--- config.mk ---
export PLATFORM = sky130hd
export DESIGN_NAME = id_stage_fwd
export DESIGN_NICKNAME = d
export VERILOG_FILES = /design/src/rtl/id_stage_fwd.sv
export SDC_FILE = /design/constraint.sdc
export NUM_CORES = 1
export LEC_CHECK = 0
export CAP_MARGIN = 15
export CORE_UTILIZATION = 41
export DETAILED_ROUTE_END_ITERATION = 10
export PLACE_DENSITY = 0.82
export RECOVER_POWER = 50
export SETUP_SLACK_MARGIN = 0.1
export SLEW_MARGIN = 25
export SYNTH_ARGS = -nofsm -noshare
export SYNTH_HDL_FRONTEND = slang
export SYNTH_SLANG_ARGS = --single-unit
--- constraint.sdc ---
create_clock -name clk -period 1.9 [get_ports clk]
set_input_delay 0.285 -clock clk [delete_from_list [all_inputs] [get_ports clk]]
set_output_delay 0.285 -clock clk [all_outputs]
set_load 0.02 [all_outputs]
--- src/rtl/id_stage_fwd.sv ---
// Decode stage with an integrated ID/EX pipeline register.
// Decodes the logic/shift/immediate subset, resolves operands through EX/MEM
// forwarding, stalls on load-use hazards and handshakes with IF/ID and EX.

package id_stage_fwd_pkg;
  localparam logic [2:0] SEL_NOP   = 3'b000;
  localparam logic [2:0] SEL_LOGIC = 3'b001;
  localparam logic [2:0] SEL_SHIFT = 3'b010;

  localparam logic [7:0] OP_NOP = 8'b0000_0000;
  localparam logic [7:0] OP_AND = 8'b0010_0100;
  localparam logic [7:0] OP_OR  = 8'b0010_0101;
  localparam logic [7:0] OP_XOR = 8'b0010_0110;
  localparam logic [7:0] OP_NOR = 8'b0010_0111;
  localparam logic [7:0] OP_SLL = 8'b0111_1100;
  localparam logic [7:0] OP_SRL = 8'b0000_0010;
  localparam logic [7:0] OP_SRA = 8'b0000_0011;

  localparam logic [5:0] OPC_SPECIAL = 6'h00;
  localparam logic [5:0] OPC_ANDI    = 6'h0c;
  localparam logic [5:0] OPC_ORI     = 6'h0d;
  localparam logic [5:0] OPC_XORI    = 6'h0e;
  localparam logic [5:0] OPC_LUI     = 6'h0f;

  localparam logic [5:0] FN_SLL  = 6'h00;
  localparam logic [5:0] FN_SRL  = 6'h02;
  localparam logic [5:0] FN_SRA  = 6'h03;
  localparam logic [5:0] FN_SLLV = 6'h04;
  localparam logic [5:0] FN_SRLV = 6'h06;
  localparam logic [5:0] FN_SRAV = 6'h07;
  localparam logic [5:0] FN_AND  = 6'h24;
  localparam logic [5:0] FN_OR   = 6'h25;
  localparam logic [5:0] FN_XOR  = 6'h26;
  localparam logic [5:0] FN_NOR  = 6'h27;

  // Operand/destination format of a decoded instruction.
  typedef enum logic [2:0] {
    FMT_NONE,   // unsupported encoding
    FMT_RLOG,   // rs, rt -> rd
    FMT_SHAMT,  // sa, rt -> rd
    FMT_SHVAR,  // rs, rt -> rd
    FMT_IMM,    // rs, zext(imm) -> rt
    FMT_LUI     // rs, {imm,16'h0} -> rt
  } fmt_e;
endpackage

module id_stage_fwd
  import id_stage_fwd_pkg::*;
#(
  parameter int DATA_W     = 32,
  parameter int PC_W       = 32,
  parameter bit FWD_EN     = 1'b1,
  parameter bit LDSTALL_EN = 1'b1
) (
  input  logic              clk,
  input  logic              rst,
  input  logic [PC_W-1:0]   pc_i,
  input  logic [31:0]       inst_i,
  input  logic              inst_valid_i,
  output logic              id_ready_o,
  output logic              reg1_read_o,
  output logic              reg2_read_o,
  output logic [4:0]        reg1_addr_o,
  output logic [4:0]        reg2_addr_o,
  input  logic [DATA_W-1:0] reg1_data_i,
  input  logic [DATA_W-1:0] reg2_data_i,
  input  logic              ex_wreg_i,
  input  logic [4:0]        ex_wd_i,
  input  logic [DATA_W-1:0] ex_wdata_i,
  input  logic              ex_is_load_i,
  input  logic              mem_wreg_i,
  input  logic [4:0]        mem_wd_i,
  input  logic [DATA_W-1:0] mem_wdata_i,
  input  logic              flush_i,
  input  logic              ex_ready_i,
  output logic              ex_valid_o,
  output logic [PC_W-1:0]   pc_o,
  output logic [2:0]        alusel_o,
  output logic [7:0]        aluop_o,
  output logic [DATA_W-1:0] reg1_data_o,
  output logic [DATA_W-1:0] reg2_data_o,
  output logic [4:0]        wd_o,
  output logic              wreg_o,
  output logic              inst_invalid_o
);

  logic [5:0]  opcode, funct;
  logic [4:0]  rs, rt, rd, sa;
  logic [15:0] imm16;

  assign opcode = inst_i[31:26];
  assign rs     = inst_i[25:21];
  assign rt     = inst_i[20:16];
  assign rd     = inst_i[15:11];
  assign sa     = inst_i[10:6];
  assign funct  = inst_i[5:0];
  assign imm16  = inst_i[15:0];

  fmt_e              fmt;
  logic [7:0]        dec_aluop;
  logic [2:0]        dec_alusel;
  logic              dec_rd1, dec_rd2, dec_wreg, dec_inval;
  logic [DATA_W-1:0] dec_imm;
  logic [4:0]        dec_wd;
  logic [DATA_W-1:0] op1, op2;
  logic              src_hit, hazard, advance;

  // Classify the instruction word into an ALU operation and operand format.
  always_comb begin
    // NOTE: every combinational output gets a default first so no path infers a latch.
    fmt        = FMT_NONE;
    dec_aluop  = OP_NOP;
    dec_alusel = SEL_NOP;
    case (opcode)
      OPC_ORI:  begin fmt = FMT_IMM; dec_aluop = OP_OR;  dec_alusel = SEL_LOGIC; end
      OPC_ANDI: begin fmt = FMT_IMM; dec_aluop = OP_AND; dec_alusel = SEL_LOGIC; end
      OPC_XORI: begin fmt = FMT_IMM; dec_aluop = OP_XOR; dec_alusel = SEL_LOGIC; end
      OPC_LUI:  begin fmt = FMT_LUI; dec_aluop = OP_OR;  dec_alusel = SEL_LOGIC; end
      OPC_SPECIAL: begin
        case (funct)
          FN_AND:  begin fmt = FMT_RLOG;  dec_aluop = OP_AND; dec_alusel = SEL_LOGIC; end
          FN_OR:   begin fmt = FMT_RLOG;  dec_aluop = OP_OR;  dec_alusel = SEL_LOGIC; end
          FN_XOR:  begin fmt = FMT_RLOG;  dec_aluop = OP_XOR; dec_alusel = SEL_LOGIC; end
          FN_NOR:  begin fmt = FMT_RLOG;  dec_aluop = OP_NOR; dec_alusel = SEL_LOGIC; end
          FN_SLL:  begin fmt = FMT_SHAMT; dec_aluop = OP_SLL; dec_alusel = SEL_SHIFT; end
          FN_SRL:  begin fmt = FMT_SHAMT; dec_aluop = OP_SRL; dec_alusel = SEL_SHIFT; end
          FN_SRA:  begin fmt = FMT_SHAMT; dec_aluop = OP_SRA; dec_alusel = SEL_SHIFT; end
          FN_SLLV: begin fmt = FMT_SHVAR; dec_aluop = OP_SLL; dec_alusel = SEL_SHIFT; end
          FN_SRLV: begin fmt = FMT_SHVAR; dec_aluop = OP_SRL; dec_alusel = SEL_SHIFT; end
          FN_SRAV: begin fmt = FMT_SHVAR; dec_aluop = OP_SRA; dec_alusel = SEL_SHIFT; end
          default: ;
        endcase
      end
      default: ;
    endcase
  end

  // Expand the format into read enables, immediate and destination.
  always_comb begin
    dec_rd1  = 1'b0;
    dec_rd2  = 1'b0;
    dec_imm  = '0;
    dec_wd   = rd;
    dec_wreg = 1'b1;
    case (fmt)
      FMT_RLOG, FMT_SHVAR: begin dec_rd1 = 1'b1; dec_rd2 = 1'b1; end
      FMT_SHAMT: begin dec_rd2 = 1'b1; dec_imm = DATA_W'(sa); end
      FMT_IMM:   begin dec_rd1 = 1'b1; dec_imm = DATA_W'(imm16); dec_wd = rt; end
      FMT_LUI:   begin dec_rd1 = 1'b1; dec_imm = DATA_W'({imm16, 16'h0000}); dec_wd = rt; end
      default:   begin dec_wd = 5'd0; dec_wreg = 1'b0; end
    endcase
  end

  assign dec_inval   = (fmt == FMT_NONE);
  assign reg1_read_o = dec_rd1;
  assign reg2_read_o = dec_rd2;
  assign reg1_addr_o = rs;
  assign reg2_addr_o = rt;

  // Operand select: immediate when the port is unused, $0 is hard zero, EX beats MEM beats regfile.
  always_comb begin
    op1 = dec_imm;
    if (dec_rd1) begin
      if (rs == 5'd0)                               op1 = '0;
      else if (FWD_EN && ex_wreg_i && ex_wd_i == rs)   op1 = ex_wdata_i;
      else if (FWD_EN && mem_wreg_i && mem_wd_i == rs) op1 = mem_wdata_i;
      else                                          op1 = reg1_data_i;
    end
    op2 = dec_imm;
    if (dec_rd2) begin
      if (rt == 5'd0)                               op2 = '0;
      else if (FWD_EN && ex_wreg_i && ex_wd_i == rt)   op2 = ex_wdata_i;
      else if (FWD_EN && mem_wreg_i && mem_wd_i == rt) op2 = mem_wdata_i;
      else                                          op2 = reg2_data_i;
    end
  end

  // A load in EX cannot supply data yet, so a consumer of its destination must wait.
  assign src_hit = (dec_rd1 && ex_wd_i == rs) || (dec_rd2 && ex_wd_i == rt);
  assign hazard  = LDSTALL_EN && inst_valid_i && ex_valid_o && ex_wreg_i && ex_is_load_i
                   && (ex_wd_i != 5'd0) && src_hit;
  assign advance    = !ex_valid_o || ex_ready_i;
  assign id_ready_o = flush_i || (advance && !hazard);

  // ID/EX register: load on accept, bubble on flush/stall/empty, hold while EX is busy.
  always_ff @(posedge clk or negedge rst) begin
    // NOTE: sequential state uses non-blocking assignments and clears asynchronously on reset.
    if (!rst) begin
      ex_valid_o     <= 1'b0;
      pc_o           <= '0;
      alusel_o       <= SEL_NOP;
      aluop_o        <= OP_NOP;
      reg1_data_o    <= '0;
      reg2_data_o    <= '0;
      wd_o           <= 5'd0;
      wreg_o         <= 1'b0;
      inst_invalid_o <= 1'b0;
    end else if (flush_i || advance) begin
      if (!flush_i && inst_valid_i && !hazard) begin
        ex_valid_o     <= 1'b1;
        pc_o           <= pc_i;
        alusel_o       <= dec_alusel;
        aluop_o        <= dec_aluop;
        reg1_data_o    <= op1;
        reg2_data_o    <= op2;
        wd_o           <= dec_wd;
        wreg_o         <= dec_wreg;
        inst_invalid_o <= dec_inval;
      end else begin
        ex_valid_o     <= 1'b0;
        wreg_o         <= 1'b0;
        inst_invalid_o <= 1'b0;
      end
    end
  end

endmodule
==> results.tsv <==
metric	value	unit
CP Buf/Inv Count	5	
Seq/Total Area, Yosys	0.4049	
Peak VDD IR	0.4243	mV
area leader, netlist	dfrtp_1	
Syn Inst Count	683	
CP peak stage delay	0.34	ns
complex-gate fraction of the synthesized area	0.1594	
failing checks	negative setup slack	
critical path data arrival time	2.42	ns
measured slew at the worst slew-check pin	0.7454	ns
Final WS setup	-0.2700	ns
Achievable Freq	460.8	MHz
top cells by count, synth	110 x dfrtp_1, 95 x nand2_1, 85 x mux2_2	
Die Y	130.8	um
CP Launch Type	input pin	
crit path kind	in -> reg	
main area contributors after synthesis	dfrtp_1 40%, mux2_2 14%, nand2_1 5.2%	
Tot GR Track Use	0.3638	
Via Count	7683	
Ys Warns	0	
CTS Buf Count	9	
Placement Cell Area	11410	um^2
DP Wirelength	21680	um
die width	130.8	um
crit path time final	2.170	ns
largest family of logic cells by synthesized area	multiplexers	
clock share of power	0.287	
Area growth syn-to-layout	86.34	%
initial antenna violation count	1	
Hold Crit Class	in -> reg	
Avg WL per Cell	24.21	um
switching power	2.076	mW
Most used DFF post-synth	dfrtp_1	
Tcrit/Tclk final	1.142	
final wirelength	31660	um
# nets final	1296	
first-pass GRT wire length	45490	um
Worst-path clk slew	0.08	ns
most common cell in the netlist	dfrtp_1	
Cell Area, Synth	6798	um^2
internal power	4.700	mW
largest net degree at the start of global routing	33	
syn_area_per_cell	9.953	um^2
post-synthesis cell type count	46	
Yosys top cell area share	0.4049	
DR iter-0 viols	558	
Setup Skew	0.005171	ns
RSZ-0062 raised after global routing	yes	
num ports	338	
CTS tree	done	
portion of netlist area occupied by mux cells	0.1773	
Core Box Area	16060	um^2
Layout fillers	1018	
Initial Utilization	0.4233	
number of I/O port buffers	335	
CTS Root Cell	clkbuf_16	
Pwr Density	534.9	nW/um^2
Synth async-reset ratio	1.000	
Max FO, Critical Path	8	
Overflow after GRT	0	
number of flops mapped to enable cells by yosys	0	
RePlAce Congestion	0.9041	
Sw Share	0.3064	
simple-gate area share of the yosys netlist	0.1426	
crit-path cells	buf_8, nor4_4, buf_4, nand4b_1, a211oi_2, o21ai_2, nand4b_1, buf_6, buf_12, buf_12, mux2_4	
share of power burned in registers	0.382	
dpl ws	-0.9633	ns
CP max stage cell	nor4_4	
CTS Sinks	110	
run status	finished with violations	
Crit. End Element	flip-flop	
Vias per Instance	5.874	
number of global-route vias before repair	7982	
DR DRC count	0	
max-slew violations	0	
Worst path top cell family by delay	buffers and inverters	
xor/xnor share of the synthesized area	0.02190	
maximum clock path buffer count	2	
relative slew slack	0.5031	
Min Hold Slack	0.4734	ns
Seq cells post-synth	110	
ANT nets after route	0	
# rows	46	
final setup fails	108	
TritonRoute pass-1 iters	6	
Combinational Power Share	0.331	
Skew-Pair Late Insertion Delay	0.37	ns
die area	17100	um^2
H-tree depth	3	
fin area	12670	um^2
critical path data required time	2.15	ns
Max Cap Viol	0	
adder-cell share of the synthesized area	0	
Fin. Hold Viols	0	
proportion of layout cells with a drive suffix above 1	0.3309	
Leakage	5.656	nW
==> path summary, 6_finish.rpt <==
check | depth (start not counted) | to | startpoint | slack [ns]
setup / recovery | 11 | reg1_data_o[7] | inst_i[29] | -0.27
hold / removal | 5 | reg2_data_o[4] | inst_i[4] | 0.47
setup reg to reg | 6 | reg1_data_o[7] | ex_valid_o | -0.10
hold reg to reg | 2 | inst_invalid_o | inst_invalid_o | 0.49
max in group asynchronous | 3 | reg2_data_o[29] | rst | 0.35
min in group asynchronous | 2 | reg1_data_o[14] | rst | 0.51
==> layout make-up <==
cell class	count	area [um^2]	share of cell area
clock inverter	7	77.57	0.006124
multi-input combinational	488	4425	0.3494
timing repair buffer	461	4846	0.3826
inverter	16	67.56	0.005334
tap	216	270.3	0.02134
clock buffer	9	225.2	0.01778
antenna	1	2.502	0.0001976
sequential	110	2753	0.2173
==> worst min-delay path: cells and delay by family <==
kind | cells | cell delay, ns
mux | 1 | 0.14
compound gates | 1 | 0.07
simple gates | 1 | 0.06
buf+inv | 2 | 0.26
==> logic make-up (layout without fill, tap and decap cells) <==
family          count (synthesis)  in the layout
compound gates                152            152
other cells                     1              3
xor+xnor                       17             17
mux                           107            107
flops                         110            110
simple gates                  210            210
buf+inv                        86            493
==> registers in the layout, summed over array words and instances, names as in the netlist <==
signal and flops:
wreg_o 1, reg2_data_o 32, ex_valid_o 1, alusel_o 2
reg1_data_o 32, pc_o 32, inst_invalid_o 1, aluop_o 4
wd_o 5
==> cell usage in the layout, fill, tap and decap left out, drive strengths merged, types with 4 or more instances in the layout <==
master and n:
a221oi 32, a22o 5, a311oi 27, and3 35, buf 131, clkbuf 16
clkdlybuf4s15 4, clkdlybuf4s50 291, clkinv 4, dfrtp 110, dlygate4sd2 17, dlygate4sd3 10
inv 19, mux2 107, nand2 95, nand3 14, nor2 44, nor3 4
nor4 4, o21ai 66, o221a 5, o31ai 4, o32ai 6, xnor2 13
xor2 4
==> metrics by stage <==
step	utilization	instances	setup TNS, ns	total power, mW
final	0.7888	1308	-24.36	6.776
after floorplan	-	684	-5.964	3.504
after CTS	0.7793	1301	-12.75	6.746
after detailed placement	0.7105	1256	-94.93	4.663
after global placement	0.7105	1256	-91.46	4.629
after global routing	0.7887	1307	-32.62	7.029
==> metal layers <==
| metal | track usage | wire length [um] | vias to the layer above |
|---|---|---|---|
| li1 | - | - | 3308 |
| met1 | 0.4240 | 12040 | 3752 |
| met2 | 0.5991 | 14920 | 474 |
| met3 | 0.09609 | 2573 | 149 |
| met4 | 0.2231 | 2134 | 0 |
| met5 | 0 | 0 | - |
==> power by group through the flow <==
| stage | combinational [mW] | sequential (mW) | clock (mW) |
|---|---|---|---|
| finish | 2.24 | 2.59 | 1.95 |
| detailed placement | 2.03 | 2.63 | 0 |
| global route | 2.35 | 2.60 | 2.07 |
| CTS | 2.19 | 2.59 | 1.97 |
| floorplan | 0.687 | 2.82 | 0 |
| global placement | 2.01 | 2.62 | 0 |
==> timing repair <==
action | CTS | global route
buffers inserted | 18 | 8
resized for setup | 163 | 42
pin swaps | 27 | 9
endpoints found under the setup margin | 120 | 113
gates cloned | 10 | 0
hold endpoints to repair | 23 | 0
hold buffers | 1 | 0
Note: power is estimated with default switching activity, not from simulation.
